**config.mk**
```make
export PLATFORM = sky130hd
export DESIGN_NAME = sbi_burst_arbiter
export DESIGN_NICKNAME = d
export VERILOG_FILES = /design/src/rtl/sbi_pkg.sv /design/src/rtl/sbi_rr_arbiter.sv /design/src/rtl/sbi_burst_arbiter.sv
export SDC_FILE = /design/constraint.sdc
export NUM_CORES = 1
export LEC_CHECK = 0
export ABC_AREA = 0
export BUFFER_PORTS_ARGS = -buffer_cell sky130_fd_sc_hd__buf_2
export CORE_MARGIN = 8
export CORE_UTILIZATION = 34
export CTS_BUF_LIST = sky130_fd_sc_hd__clkbuf_8 sky130_fd_sc_hd__clkbuf_16
export CTS_CLUSTER_SIZE = 16
export DETAILED_ROUTE_END_ITERATION = 10
export PLACE_DENSITY = 0.81
export SLEW_MARGIN = 25
export SYNTH_ARGS = -nofsm -noshare
export SYNTH_HDL_FRONTEND = slang
export SYNTH_HIERARCHICAL = 1
export SYNTH_SLANG_ARGS = --single-unit
```
**constraint.sdc**
```tcl
create_clock -name clk_i -period 1.5 [get_ports clk_i]
set_input_delay 0.15 -clock clk_i [delete_from_list [all_inputs] [get_ports clk_i]]
set_output_delay 0.15 -clock clk_i [all_outputs]
set_load 0.005 [all_outputs]
```
**src/rtl/sbi_pkg.sv**
```systemverilog
// Package for the SBI burst arbiter.
// Holds the master FSM state encoding and a width helper that sizes counters,
// indices and addresses from the block parameters.
package sbi_pkg;

    typedef enum logic [1:0] {
        StIdle  = 2'd0,
        StStart = 2'd1,
        StBurst = 2'd2,
        StDrain = 2'd3
    } sbi_state_e;

    // Bits needed to index n items. Never returns less than 1, so that
    // degenerate parameters still give legal vector widths.
    function automatic int unsigned sbi_width(input int unsigned n);
        return (n > 1) ? $clog2(n) : 1;
    endfunction

endpackage

```
**src/rtl/sbi_rr_arbiter.sv**
```systemverilog
// Combinational round-robin arbiter.
// Searches req_i starting at index ptr_i and wrapping past NumReq-1. The first
// requester found wins.
// Ports:
//   req_i   - request vector
//   ptr_i   - index with the highest priority this cycle
//   gnt_o   - one-hot grant (all zero if no request)
//   idx_o   - index of the granted requester
//   valid_o - at least one request is pending
module sbi_rr_arbiter
    import sbi_pkg::*;
#(
    parameter  int unsigned NumReq = 2,
    localparam int unsigned Iw     = sbi_width(NumReq)
) (
    input  logic [NumReq-1:0] req_i,
    input  logic [Iw-1:0]     ptr_i,
    output logic [NumReq-1:0] gnt_o,
    output logic [Iw-1:0]     idx_o,
    output logic              valid_o
);

    always_comb begin
        int unsigned cand;
        cand    = 0;
        gnt_o   = '0;
        idx_o   = '0;
        valid_o = 1'b0;
        for (int unsigned i = 0; i < NumReq; i++) begin
            // Rotate the search window so that ptr_i is tried first.
            cand = 32'(ptr_i) + i;
            if (cand >= NumReq) begin
                cand = cand - NumReq;
            end
            if (!valid_o && req_i[cand]) begin
                valid_o     = 1'b1;
                gnt_o[cand] = 1'b1;
                idx_o       = cand[Iw-1:0];
            end
        end
    end

endmodule

```
**src/rtl/sbi_burst_arbiter.sv**
```systemverilog
// Multi-requester master for the simple burst interface (SBI).
// Arbitrates round-robin between NumReq burst requesters, then sequences one
// bSTART cycle followed by len+1 bACCESS beats. Write data is forwarded from
// the owner; read data returns one cycle after each beat and is steered to the
// owner, with a single DRAIN cycle to collect the final read beat.
// Ports:
//   clk_i, rst_ni     - clock, asynchronous active-low reset
//   req_i/we_i        - per-requester burst request and direction
//   addr_i/len_i      - per-requester start address and beats-minus-one
//   wdata_i           - per-requester show-ahead write data
//   gnt_o             - one-cycle grant pulse
//   wready_o          - write beat consumed this cycle
//   rdata_o/rvalid_o  - shared read data, per-requester valid
//   done_o            - pulse at the last beat of the owner's burst
//   busy_o            - FSM not idle
//   bADDR..bD, bQ, bVALID - SBI memory port
module sbi_burst_arbiter
    import sbi_pkg::*;
#(
    parameter  int unsigned NumReq = 2,
    parameter  int unsigned Width  = 32,
    parameter  int unsigned Depth  = 256,
    parameter  int unsigned MaxLen = 16,
    localparam int unsigned Aw     = sbi_width(Depth),
    localparam int unsigned Lw     = sbi_width(MaxLen)
) (
    input  logic                     clk_i,
    input  logic                     rst_ni,
    input  logic [NumReq-1:0]        req_i,
    input  logic [NumReq-1:0]        we_i,
    input  logic [NumReq*Aw-1:0]     addr_i,
    input  logic [NumReq*Lw-1:0]     len_i,
    input  logic [NumReq*Width-1:0]  wdata_i,
    output logic [NumReq-1:0]        gnt_o,
    output logic [NumReq-1:0]        wready_o,
    output logic [Width-1:0]         rdata_o,
    output logic [NumReq-1:0]        rvalid_o,
    output logic [NumReq-1:0]        done_o,
    output logic                     busy_o,
    output logic [Aw-1:0]            bADDR,
    output logic                     bSTART,
    output logic                     bACCESS,
    output logic                     bWRITE,
    output logic [Width-1:0]         bD,
    input  logic [Width-1:0]         bQ,
    input  logic                     bVALID
);

    localparam int unsigned Iw = sbi_width(NumReq);

    sbi_state_e      state_q, state_d;
    logic [Iw-1:0]   ptr_q, ptr_d;
    logic [Iw-1:0]   owner_q, owner_d;
    logic            we_q, we_d;
    logic [Aw-1:0]   addr_q, addr_d;
    logic [Lw-1:0]   len_q, len_d;
    logic [Lw-1:0]   cnt_q, cnt_d;

    logic [NumReq-1:0] arb_gnt;
    logic [Iw-1:0]     arb_idx;
    logic              arb_valid;
    logic              last_beat;

    sbi_rr_arbiter #(
        .NumReq (NumReq)
    ) u_rr_arbiter (
        .req_i   (req_i),
        .ptr_i   (ptr_q),
        .gnt_o   (arb_gnt),
        .idx_o   (arb_idx),
        .valid_o (arb_valid)
    );

    assign last_beat = (cnt_q == len_q);
    assign busy_o    = (state_q != StIdle);
    // The address register is only reloaded on a grant, so bADDR holds its
    // last value outside START without extra muxing.
    assign bADDR     = addr_q;

    always_comb begin
        state_d  = state_q;
        ptr_d    = ptr_q;
        owner_d  = owner_q;
        we_d     = we_q;
        addr_d   = addr_q;
        len_d    = len_q;
        cnt_d    = cnt_q;
        gnt_o    = '0;
        wready_o = '0;
        done_o   = '0;
        rvalid_o = '0;
        rdata_o  = '0;
        bSTART   = 1'b0;
        bACCESS  = 1'b0;
        bWRITE   = 1'b0;
        bD       = '0;

        unique case (state_q)
            StIdle: begin
                if (arb_valid) begin
                    gnt_o   = arb_gnt;
                    owner_d = arb_idx;
                    we_d    = we_i[arb_idx];
                    addr_d  = addr_i[arb_idx*Aw +: Aw];
                    len_d   = len_i[arb_idx*Lw +: Lw];
                    ptr_d   = (arb_idx == Iw'(NumReq - 1)) ? '0 : arb_idx + 1'b1;
                    state_d = StStart;
                end
            end
            StStart: begin
                bSTART  = 1'b1;
                bWRITE  = we_q;
                cnt_d   = '0;
                state_d = StBurst;
            end
            StBurst: begin
                bACCESS = 1'b1;
                bWRITE  = we_q;
                if (we_q) begin
                    wready_o[owner_q] = 1'b1;
                    bD                = wdata_i[owner_q*Width +: Width];
                end
                if (last_beat) begin
                    if (we_q) begin
                        done_o[owner_q] = 1'b1;
                        state_d         = StIdle;
                    end else begin
                        // Last read beat still has one cycle of latency.
                        state_d = StDrain;
                    end
                end else begin
                    cnt_d = cnt_q + 1'b1;
                end
            end
            StDrain: begin
                bWRITE          = we_q;
                done_o[owner_q] = 1'b1;
                state_d         = StIdle;
            end
            default: begin
                state_d = StIdle;
            end
        endcase

        // Read return path: bVALID is only meaningful during an owned read.
        if (!we_q && (state_q == StBurst || state_q == StDrain)) begin
            rvalid_o[owner_q] = bVALID;
            rdata_o           = bQ;
        end
    end

    always_ff @(posedge clk_i or negedge rst_ni) begin
        if (!rst_ni) begin
            state_q <= StIdle;
            ptr_q   <= '0;
            owner_q <= '0;
            we_q    <= 1'b0;
            addr_q  <= '0;
            len_q   <= '0;
            cnt_q   <= '0;
        end else begin
            state_q <= state_d;
            ptr_q   <= ptr_d;
            owner_q <= owner_d;
            we_q    <= we_d;
            addr_q  <= addr_d;
            len_q   <= len_d;
            cnt_q   <= cnt_d;
        end
    end

endmodule

```
==> impl_results.md, run 1 <==
* Post-synth top area cell: dfrtp_1
* Synth Cell Area at about 1900 sq um
* Final worst path period share at 1.192
* Hold WC Path Type: primary input to register
* # Max-Cap Violations at 0
* Die Y at 89.83 um
* First-pass GRT wire length at between 10 and 15 mm
* Final setup vio count at 36
* Rows at 27
* Cell family with most CP delay: simple AND/OR/NAND/NOR gates
* Root Driver: clkbuf_8
* Mapped Nets at ~360
* Slew Limit Headroom at 0.6855
* Run status: complete, but fails checks
* Initial Util at 0.3450
* Fmax at 0.5591 GHz
* Synth-to-Final Area Change at 107.0%
* Synth area leaders: dfrtp_1 (28%), mux2i_1 (24%), and2_1 (11%), nor2_1 (7.3%), o21ai_0 (4.9%)
* Worst-path fanout max at 3
* Synth Register Bits at 21
* Worst Tran Pin Value at about 0.47 ns
* Fin. Hold Viols at 0
* Place WS at -0.01549 ns
* Critical Path Start Type: register
* Final Max Slew Viols at 0
* Cts bufs inserted at 3
* Routed vias at about 2600
* Drt total wl at around 10 mm
* Avg WL per Cell at roughly 19 um
* I/O Buffers at between 200 and 250
* DR vias/cell at roughly 4.9
* Final net count at 594
* Die Area at 8069 sq um
* Final setup margin at -0.2887 ns
* Hold slack at about 0.15 ns
* CTS Sinks at 21
* Initial antenna violation count at 1
* Leakage at 2.042 nW
* Crit Path Class: register to output port
* 1st-pass router iterations at 4
* Clock-pin slew on the worst setup and hold paths at 0.08 ns
* Core Box Area at roughly 5400 sq um
* Power Density at roughly 1600 nW/um^2
* Boundary pin count at around 210
* Number of global-route vias before repair at roughly 2600
* Synth top area share at 0.2836
* Syn Area/Cell at 7.953 sq um
* Largest net degree at the start of global routing at 22
* Maximum VDD drop at between 0.9 and 1 mV
* Yosys cell types at 26
* Worst Setup End Kind: output port
* Setup Skew at around 0.0056 ns
* DP HPWL at around 7.3 mm
* Max incr delay on CP at around 0.4 ns
* Syn. warnings at 6
* Final core occ at 0.7140
* Clk Latency, worst-skew pair at approximately 0.26 ns
* Fillers at between 400 and 500
* Layout cell share with drive strength beyond 1 at 0.6516
* CP Data Arrival Time at between 1.5 and 2 ns
* Tot GR Track Use at 0.2039
* Crit path cell chain: xor2_1 > nor4_2 > buf_4 > a21oi_4 > nor3b_2 > buf_2
* Critical Path RT at approximately 1.4 ns
* Clk buf depth at 2
* Drc violations at 0
* GR Overflow Total at 0
* CTS H-Tree Depth at 1
* Slowest-stage cell, CP: dfrtp_1
* Antenna viol nets, final at 0
* CTS tree: yes
* Die W at 89.83 um
* 1st-iter DRT viols at 68
* Routability cong. at approximately 0.90
* Register area share after synthesis at 0.2836
* Cell count after synthesis at approximately 230
* Worst Path Buf+Inv at 2
* Tmin final at 1.789 ns
* Violated checks: setup timing
* RSZ-0062 raised after global routing: yes
-- through the flow --
| stage | total power (W) | TNS, ns | std cells | area (sq um) |
|---|---|---|---|---|
| after floorplan | 0.002787 | 0 | 233 | 1853 |
| after CTS | 0.005072 | -0.4953 | 533 | 3321 |
| after global routing | 0.006436 | -6.211 | 538 | 3835 |
| after detailed placement | 0.004164 | -0.01549 | 515 | 3068 |
| final | 0.006027 | -1.304 | 538 | 3835 |
| after global placement | 0.004079 | 0 | 515 | 3068 |
-- power by group --
group	switching, W	internal (W)
clock network	0.000186	0.000185
registers	0.000214	0.000849
logic	0.00218	0.00241
total	0.00258	0.00344
-- what timing repair did --
item	in CTS	in global routing
endpoints found under the setup margin	38	83
buffers inserted	9	2
resized for setup	14	97
hold buffers	1	0
cloned	4	2
hold endpoints to repair	21	0
pin swaps	6	17
-- synthesized netlist by cell type --
cell	count
or4_1	2
o211ai_1	1
o311ai_0	2
nand2_1	23
and2_1	34
inv_1	4
o22a_1	1
xor2_1	4
a21boi_0	3
nand2b_1	1
nor2_1	36
nor2b_1	4
dfrtp_1	21
ha_1	1
o21ai_0	18
buf_6	1
clkbuf_1	6
nor4_2	1
nor3b_1	1
nand3_1	5
or2_1	2
a21oi_1	2
mux2i_1	45
buf_2	10
nor2_4	1
and3_1	4
-- worst paths after layout --
| path | start | to | slack [ns] | cells after the start |
|---|---|---|---|---|
| min reg2reg | bADDR[1] | bADDR[1] | 0.48 | 2 |
| max reg2reg | len_q[1] | cnt_q[3] | -0.06 | 6 |
| min in group asynchronous | rst_ni | cnt_q[2] | 0.37 | 2 |
| max | len_q[1] | done_o[0] | -0.29 | 6 |
| max in group asynchronous | rst_ni | owner_q | 0.78 | 2 |
| min | addr_i[10] | bADDR[2] | 0.15 | 3 |
-- final cells by class --
cell class	count	area [sq um]	area share
timing repair buffer	245	1534	0.4000
inverter	4	17.52	0.004568
antenna	1	2.502	0.0006525
clock inverter	1	5.005	0.001305
clock buffer	3	41.29	0.01077
multi-input combinational	191	1615	0.4212
tap	72	90.09	0.02349
sequential	21	529.3	0.1380
-- registers in the layout (all words and copies together) (netlist names) --
signal	cells
bADDR	8
len_q	4
ptr_q	1
cnt_q	4
state_q	2
we_q	1
owner_q	1
-- cell usage in the layout, fill, tap and decap left out, types with 7 or more instances in the layout --
master,n
mux2i_1,29
o21ai_0,17
nor2_4,20
buf_2,202
buf_4,19
and2_1,34
nand2_1,22
dfrtp_1,18
nor2_2,7
nor2_1,10
buf_6,14
mux2i_4,13
-- layer usage --
layer,global-route usage,vias up,routed length (um)
met5,0,-,0
met4,0.05078,0,262
met3,0.06816,22,809
met2,0.3656,139,5296
met1,0.2238,1213,3719
li1,-,1249,-
-- cells by family (layout without fill, tap and decap cells) --
| family | count (synthesis) | after routing | share of synthesized area |
|---|---|---|---|
| AOI/OAI and AO/OA | 27 | 27 | 0.08441 |
| xor gates and xnor gates | 4 | 4 | 0.01890 |
| adders and majority gates | 1 | 1 | 0.006751 |
| buffers and inverters | 21 | 253 | 0.05334 |
| DFF | 21 | 21 | 0.2836 |
| muxes | 45 | 45 | 0.2431 |
| other | 0 | 1 | 0 |
| and+or+nand+nor | 114 | 114 | 0.3099 |
-- tightest hold or removal path: stages --
cell     delay (ns)
buf_2          0.07
mux2i_1        0.05
o21ai_1        0.10
No activity file was read; power rests on OpenSTA's default activity.
==> inputs of run 2 (changes only) <==
Settings changed: CELL_PAD_IN_SITES_DETAIL_PLACEMENT set to 1, CELL_PAD_IN_SITES_GLOBAL_PLACEMENT set to 2, CORE_UTILIZATION 34 to 15, GPL_TIMING_DRIVEN set to 0, PLACE_DENSITY 0.81 to not set, PLACE_DENSITY_LB_ADDON set to 0.1.
==> impl_results.md, run 2 (synthesis results as in run 1) <==
* Leakage at 2.161 nW (+5.9%)
* Clk buf depth at 2 (unchanged)
* Max reg flops at 8 (unchanged)
* Met2 Use GR at 0.2212 (-0.1444)
* First-pass GRT wire length at 16.02 mm (+17%)
* Final net count at 606 (+2.0%)
* Die Area at 16170 sq um (+100%)
* DP HPWL at 8.667 mm (+20%)
* Most frequent cells in the layout: buf_2 (175), buf_6 (47), mux2i_1 (37), and2_4 (26)
* Number of diodes at 0 (-1)
* Worst Path Buf+Inv at 2 (unchanged)
* Die Y at 127.1 um (+42%)
* Total Power at 0.006687 W (+11%)
* Final worst path period share at 1.232 (+0.03989)
* Largest net degree at the start of global routing at 22 (unchanged)
* Avg WL per Cell at 17.09 um (-8.8%)
* Critical Path RT at 1.35 ns (about the same)
* Clock-pin slew on the worst setup and hold paths at 0.06 ns (-0.02 ns)
* Initial antenna violation count at 0 (-1)
* Run status: complete, but fails checks
* Clk Latency, worst-skew pair at 0.25 ns (about the same)
* Cell family with most CP delay: simple AND/OR/NAND/NOR gates
* Worst Setup End Kind: output port
* Power Density at 1614 nW/um^2 (+2.7%)
* Crit path cell chain: xor2_1 > nor4_2 > buf_6 > a21oi_4 > nor3b_2 > buf_2
* Crit path depth at 6 (unchanged)
* Fmax at 0.5410 GHz (-3.2%)
* Final instance area at 4143 sq um (+8.0%)
* Number of global-route vias before repair at 2652 (+3.1%)
* DR vias/cell at 4.026 (-17%)
* CTS Sinks at 21 (unchanged)
* Maximum VDD drop at 0.5135 mV (-46%)
* # Max-Cap Violations at 0 (unchanged)
* 1st-iter DRT viols at 53 (-22%)
* Core Box Area at 12060 sq um (+120%)
* Crit Path Class: register to output port
* Hold WC Path Type: primary input to register
* Most Used Layer, Global Route: met2
* Worst reg2reg path depth at 6 (unchanged)
* Slowest-stage cell, CP: dfrtp_1
* Layout cell share with drive strength beyond 1 at 0.6918 (+0.04021)
* CTS H-Tree Depth at 1 (unchanged)
* CTS tree: yes
* Hold Path Cell Cnt at 3 (unchanged)
* Initial Util at 0.1536 (-0.1913)
* Final setup margin at -0.3486 ns (-0.05984 ns)
* Final Max Slew Viols at 0 (unchanged)
* Worst-path fanout max at 2 (-1)
* Violated checks: setup timing
* RSZ-0062 raised after global routing: yes
* Commonest non-fill, non-tap cell in the layout: buf_2
* Die W at 127.1 um (+42%)
* Tot GR Track Use at 0.1230 (-0.08098)
* GR Overflow Total at 0 (unchanged)
* Antenna viol nets, final at 0 (unchanged)
* 1st-pass router iterations at 3 (-1)
* Boundary pin count at 211 (unchanged)
* Root Driver: clkbuf_16
* Setup Skew at 0.004593 ns (-0.0009758 ns)
* Routability cong. at 0.7825 (-13%)
* Routed vias at 2597 (-0.99%)
* Rows at 40 (+48%)
* GRT met1 Usage at 0.1454 (-0.07839)
* Final setup vio count at 63 (+75%)
* Tmin final at 1.849 ns (+0.05984 ns)
* Synth-to-Final Area Change at 123.6%
* I/O Buffers at 210 (unchanged)
* Critical Path Start Type: register
* Max incr delay on CP at 0.41 ns (+0.02 ns)
* Slew Limit Headroom at 0.6472 (-0.03836)
* Cts bufs inserted at 3 (unchanged)
* Drc violations at 0 (unchanged)
* CP Data Arrival Time at 1.70 ns (+0.06 ns)
* Drt total wl at 11.03 mm (+9.3%)
* Placed cell areas at 3114 sq um (+1.5%)
* Worst Tran Pin Value at 0.5292 ns (+0.05755 ns)
* M3 GR Usage at 0.03577 (-0.03239)
* Fin. Hold Viols at 0 (unchanged)
* Place WS at -0.3347 ns (-0.3192 ns)
-- run 2: cell types whose count changed in the layout (fill, tap and decap cells not counted), moves of 8 or more --
cell | before | now
mux2i_4 | 13 | 3
mux2i_1 | 29 | 37
and2_4 | 0 | 26
and2_1 | 34 | 8
buf_6 | 14 | 47
buf_8 | 0 | 9
buf_2 | 202 | 175
-- run 2: layout make-up --
cell class,instances,area (sq um)
clock buffers,3,75.07
plain buffers,16,200.2
fillers,1440,7919
multi-input cells,192,1544
flip-flops and latches,21,530.5
clock inverters,1,3.754
inverters,4,20.02
repair buffers,240,1559
well taps,168,210.2
-- run 2: timing repair --
action,4_1_cts,5_1_grt
hold buffers,1,0
endpoints found under the setup margin,89,89
pin swaps,24,33
gates cloned,5,2
endpoints found under the hold margin,21,0
gates resized for setup,82,109
setup buffers,16,8
-- run 2: final timing paths --
kind | from | to | slack, ns
max | cnt_q[2] | done_o[0] | -0.35
min | addr_i[6] | bADDR[6] | 0.19
max reg2reg | cnt_q[2] | state_q[1] | -0.11
min reg2reg | bADDR[1] | bADDR[1] | 0.48
max in group asynchronous | rst_ni | cnt_q[0] | 0.70
min in group asynchronous | rst_ni | bADDR[1] | 0.41
-- run 2: power by group --
group          internal, W  total [W]  switching (W)
Combinational      0.00276    0.00505        0.00229
Clock             0.000355   0.000565       0.000210
Sequential        0.000852    0.00107       0.000221
-- run 2: per-layer routing --
layer  wire (um)  up-vias
li1            -     1269
met5           0        -
met3         854        2
met4          19        0
met1        4555     1202
met2        5595      124
-- run 2: worst min-delay path, stage by stage --
cell and delay, ns:
buf_2 0.07, mux2i_1 0.05, o21ai_0 0.13
-- run 2: through the flow --
step,std cells,util,setup TNS (ns),hold WS (ns)
after floorplan,233,-,0,-0.1456
after global placement,611,0.2582,-16.95,0.1527
after detailed placement,611,0.2582,-18.01,0.1564
after CTS,637,0.3017,-3.242,0.1898
after global routing,645,0.3435,-8.228,0.2033
final,645,0.3435,-3.450,0.1881
==> inputs of run 3 (changes only) <==
Settings changed: SYNTH_HIERARCHICAL 1 to not set.
==> impl_results.md, run 3 <==
* Run status: complete, but fails checks
* Violated checks: setup timing
* Syn. warnings at 0 (-6)
* Multiplexer area fraction after synthesis at 0 (-0.2431)
* Routed vias at 2543 (-2.1%)
* Synth-to-Final Area Change at 139.7%
* Final Max Slew Viols at 0 (unchanged)
* 1st-pass router iterations at 4 (+1)
* EDFF count, synth at 0 (unchanged)
* Synth Cell Area at 1652 sq um (-11%)
* Commonest non-fill, non-tap cell in the layout: buf_2
* Synth Area in XOR/XNOR at 0.02121 (+0.002306)
* Synth Register Bits at 21 (unchanged)
* Top cells by count, synth: and2_1 (33), a22o_1 (32), dfrtp_1 (21)
* Tot GR Track Use at 0.1285 (+0.005481)
* Routability cong. at 0.7487 (-4.3%)
* Boundary pin count at 211 (unchanged)
* Power Density at 1689 nW/um^2 (+4.6%)
* Largest net degree at the start of global routing at 22 (unchanged)
* Cts bufs inserted at 3 (unchanged)
* Critical Path RT at 1.35 ns (about the same)
* Synth area leaders: dfrtp_1 (32%), a22o_1 (17%), and2_1 (13%), a222oi_1 (7.9%), buf_6 (4.8%)
* Hold slack at 0.08943 ns (-0.09871 ns)
* Mapped Nets at 309 (-14%)
* Final setup vio count at 95 (+51%)
* Die W at 120.9 um (-4.9%)
* Root Driver: clkbuf_8
* Number of diodes at 0 (unchanged)
* Final worst path period share at 1.291 (+0.05817)
* Worst Path Buf+Inv at 2 (unchanged)
* Die Y at 120.9 um (-4.9%)
* Largest family of logic cells by synthesized area: compound AO/OA/AOI/OAI gates
* Hold WC Path Type: primary input to register
* Post-Synth Simple-Gate Area at 0.2379 (-0.07205)
* Register area share after synthesis at 0.3182 (+0.03459)
* Leakage at 2.219 nW (+2.7%)
* Footprint of the multi-input gates at 1126 sq um (-27%)
* # Max-Cap Violations at 0 (unchanged)
* Setup TNS at -20.94 ns (-17.49 ns)
* Initial Util at 0.1530 (-0.0006049)
* Reg-to-reg critical path endpoint: state_q[1]
* Most frequent cell after synthesis: and2_1
* Maximum VDD drop at 0.7534 mV (+47%)
* Total Power at 0.006685 W (about the same)
* CTS H-Tree Depth at 1 (unchanged)
* Rows at 38 (-5.0%)
* Most used DFF post-synth: dfrtp_1
* Number of global-route vias before repair at 2742 (+3.4%)
* Fillers at 1305 (-9.4%)
* FFs w/ async S/R, synth at 1.000 (unchanged)
* Core Box Area at 10790 sq um (-11%)
* Most frequent cells in the layout: buf_2 (175), buf_6 (69), a22o_1 (32), and2_4 (31), buf_4 (24)
* 1st-iter DRT viols at 91 (+72%)
* Initial antenna violation count at 0 (unchanged)
* Final core occ at 0.3668 (+0.02333)
* Reg2reg start: len_q[2]
* Syn Area/Cell at 9.125 sq um (+15%)
* CTS tree: yes
* CP Data Arrival Time at 1.79 ns (+0.09 ns)
* CTS Sinks at 21 (unchanged)
* Worst-path fanout max at 2 (unchanged)
* GR Overflow Total at 0 (unchanged)
* Layout cell share with drive strength beyond 1 at 0.7522 (+0.06041)
* Clock-pin slew on the worst setup and hold paths at 0.09 ns (+0.03 ns)
* First-pass GRT wire length at 15.00 mm (-6.4%)
* Clk Latency, worst-skew pair at 0.27 ns (+0.02 ns)
* Yosys cell types at 34 (+31%)
* Worst Tran Pin Value at 0.5444 ns (+0.01515 ns)
* I/O Buffers at 210 (unchanged)
* Setup Skew at 0.008646 ns (+0.004054 ns)
* Max reg flops at 8 (unchanged)
* Worst reg2reg path depth at 7 (+1)
* Slew Limit Headroom at 0.6371 (-0.01010)
* DR vias/cell at 4.325 (+7.4%)
* Worst Setup End Kind: output port
* Fmax at 0.5166 GHz (-4.5%)
* Hold wc startpoint: addr_i[9]
* Post-synth top area cell: dfrtp_1
* Crit path launch: len_q[2]
* Drc violations at 0 (unchanged)
* Hold Path Cell Cnt at 3 (unchanged)
* Tmin final at 1.936 ns (+0.08726 ns)
* Crit Path Class: register to output port
* Clk buf depth at 2 (unchanged)
* Drt total wl at 10.68 mm (-3.1%)
* Final setup margin at -0.4358 ns (-0.08725 ns)
* Antenna viol nets, final at 0 (unchanged)
* Synth Area in Adders at 0.007576 (+0.0008236)
* Sequential Area at 529.3 sq um (-0.24%)
* Final net count at 577 (-4.8%)
* Fin. Hold Viols at 0 (unchanged)
* RSZ-0062 raised after global routing: yes
* Compound-Gate Fraction of Synth Area at 0.3015 (+0.2171)
* Max incr delay on CP at 0.40 ns (about the same)
* DP HPWL at 8.224 mm (-5.1%)
* Synth top area share at 0.3182 (+0.03459)
* Cell family with most CP delay: simple AND/OR/NAND/NOR gates
* Avg WL per Cell at 18.16 um (+6.3%)
* Die Area at 14620 sq um (-9.5%)
* Cell count after synthesis at 181 (-22%)
* Setup slack, reg-to-reg at -0.25 ns (-0.14 ns)
* Crit path cell chain: xor2_1 > nor4_2 > buf_6 > a21oi_4 > nor3b_2 > buf_2
* Slowest-stage cell, CP: dfrtp_1
* Critical Path Start Type: register
* Worst Hold Path EP: bADDR[1]
[run 3: cell count changes in the layout (fill, tap and decap cells not counted), sizes merged, moves of 13 or more]
cell / delta
a222oi: +13
nor2: -33
a22o: +32
mux2i: -45
nand2: -18
buf: +26
[run 3: kinds of logic after synthesis]
kind of cell / Yosys count
AO/OA/AOI/OAI: 59
XOR/XNOR: 4
adder cells (fa/ha/maj): 1
buffers and inverters: 33
flip-flops: 21
AND/OR/NAND/NOR: 63
[run 3: where the power goes]
part | total, W | switching (W) | internal (W) | leakage, nW
Sequential | 0.00110 | 0.000252 | 0.000849 | 0.258
Clock | 0.000385 | 0.000202 | 0.000183 | 0.0269
Combinational | 0.00520 | 0.00204 | 0.00316 | 1.93
[run 3: how the worst max path moves through the flow]
stage / end / slack, ns / cells past startpoint
global placement: bD[28] / -0.35 / 7
global route: done_o[0] / -0.54 / 6
finish: done_o[0] / -0.44 / 6
CTS: done_o[0] / -0.43 / 6
detailed placement: bD[9] / -0.35 / 7
floorplan: done_o[0] / 0.02 / 5
[run 3: through the flow]
stage                     std cells  instance area (sq um)  setup slack, ns
final                           588                   3959          -0.4358
after floorplan                 181                   1652          0.01739
after CTS                       577                   3665          -0.4307
after global placement          531                   2878          -0.3457
after global routing            588                   3959          -0.5365
after detailed placement        531                   2878          -0.3521
[run 3: final cells by class]
cell class | count | share of cell area
plain buffers | 15 | 0.04836
flip-flops and latches | 21 | 0.1337
repair buffers | 265 | 0.4627
clock inverters | 1 | 0.0009482
multi-input cells | 127 | 0.2844
clock buffers | 3 | 0.01043
inverters | 16 | 0.01517
well taps | 140 | 0.04425
[run 3: layer usage]
metal | global-route usage | share of wire | up-vias
li1 | - | - | 1198
met1 | 0.1297 | 0.35 | 1215
met2 | 0.2511 | 0.55 | 128
met3 | 0.04653 | 0.10 | 2
met4 | 0.01405 | 0.00075 | 0
met5 | 0 | 0 | -
[run 3: worst reg2reg max path, cell delays in order (launching register included)]
cell and delay, ns:
dfrtp_1 0.40, xor2_1 0.18, nor4_2 0.39, buf_6 0.17
buf_4 0.10, buf_6 0.13, a21oi_1 0.07, or2_1 0.20
[run 3: what timing repair did]
item / 4_1_cts / 5_1_grt
endpoints found under the hold margin: 21 / 0
setup buffers: 37 / 12
pin swaps: 50 / 10
gates cloned: 5 / 3
gates resized for setup: 98 / 63
hold buffers: 1 / 0
endpoints found under the setup margin: 92 / 96
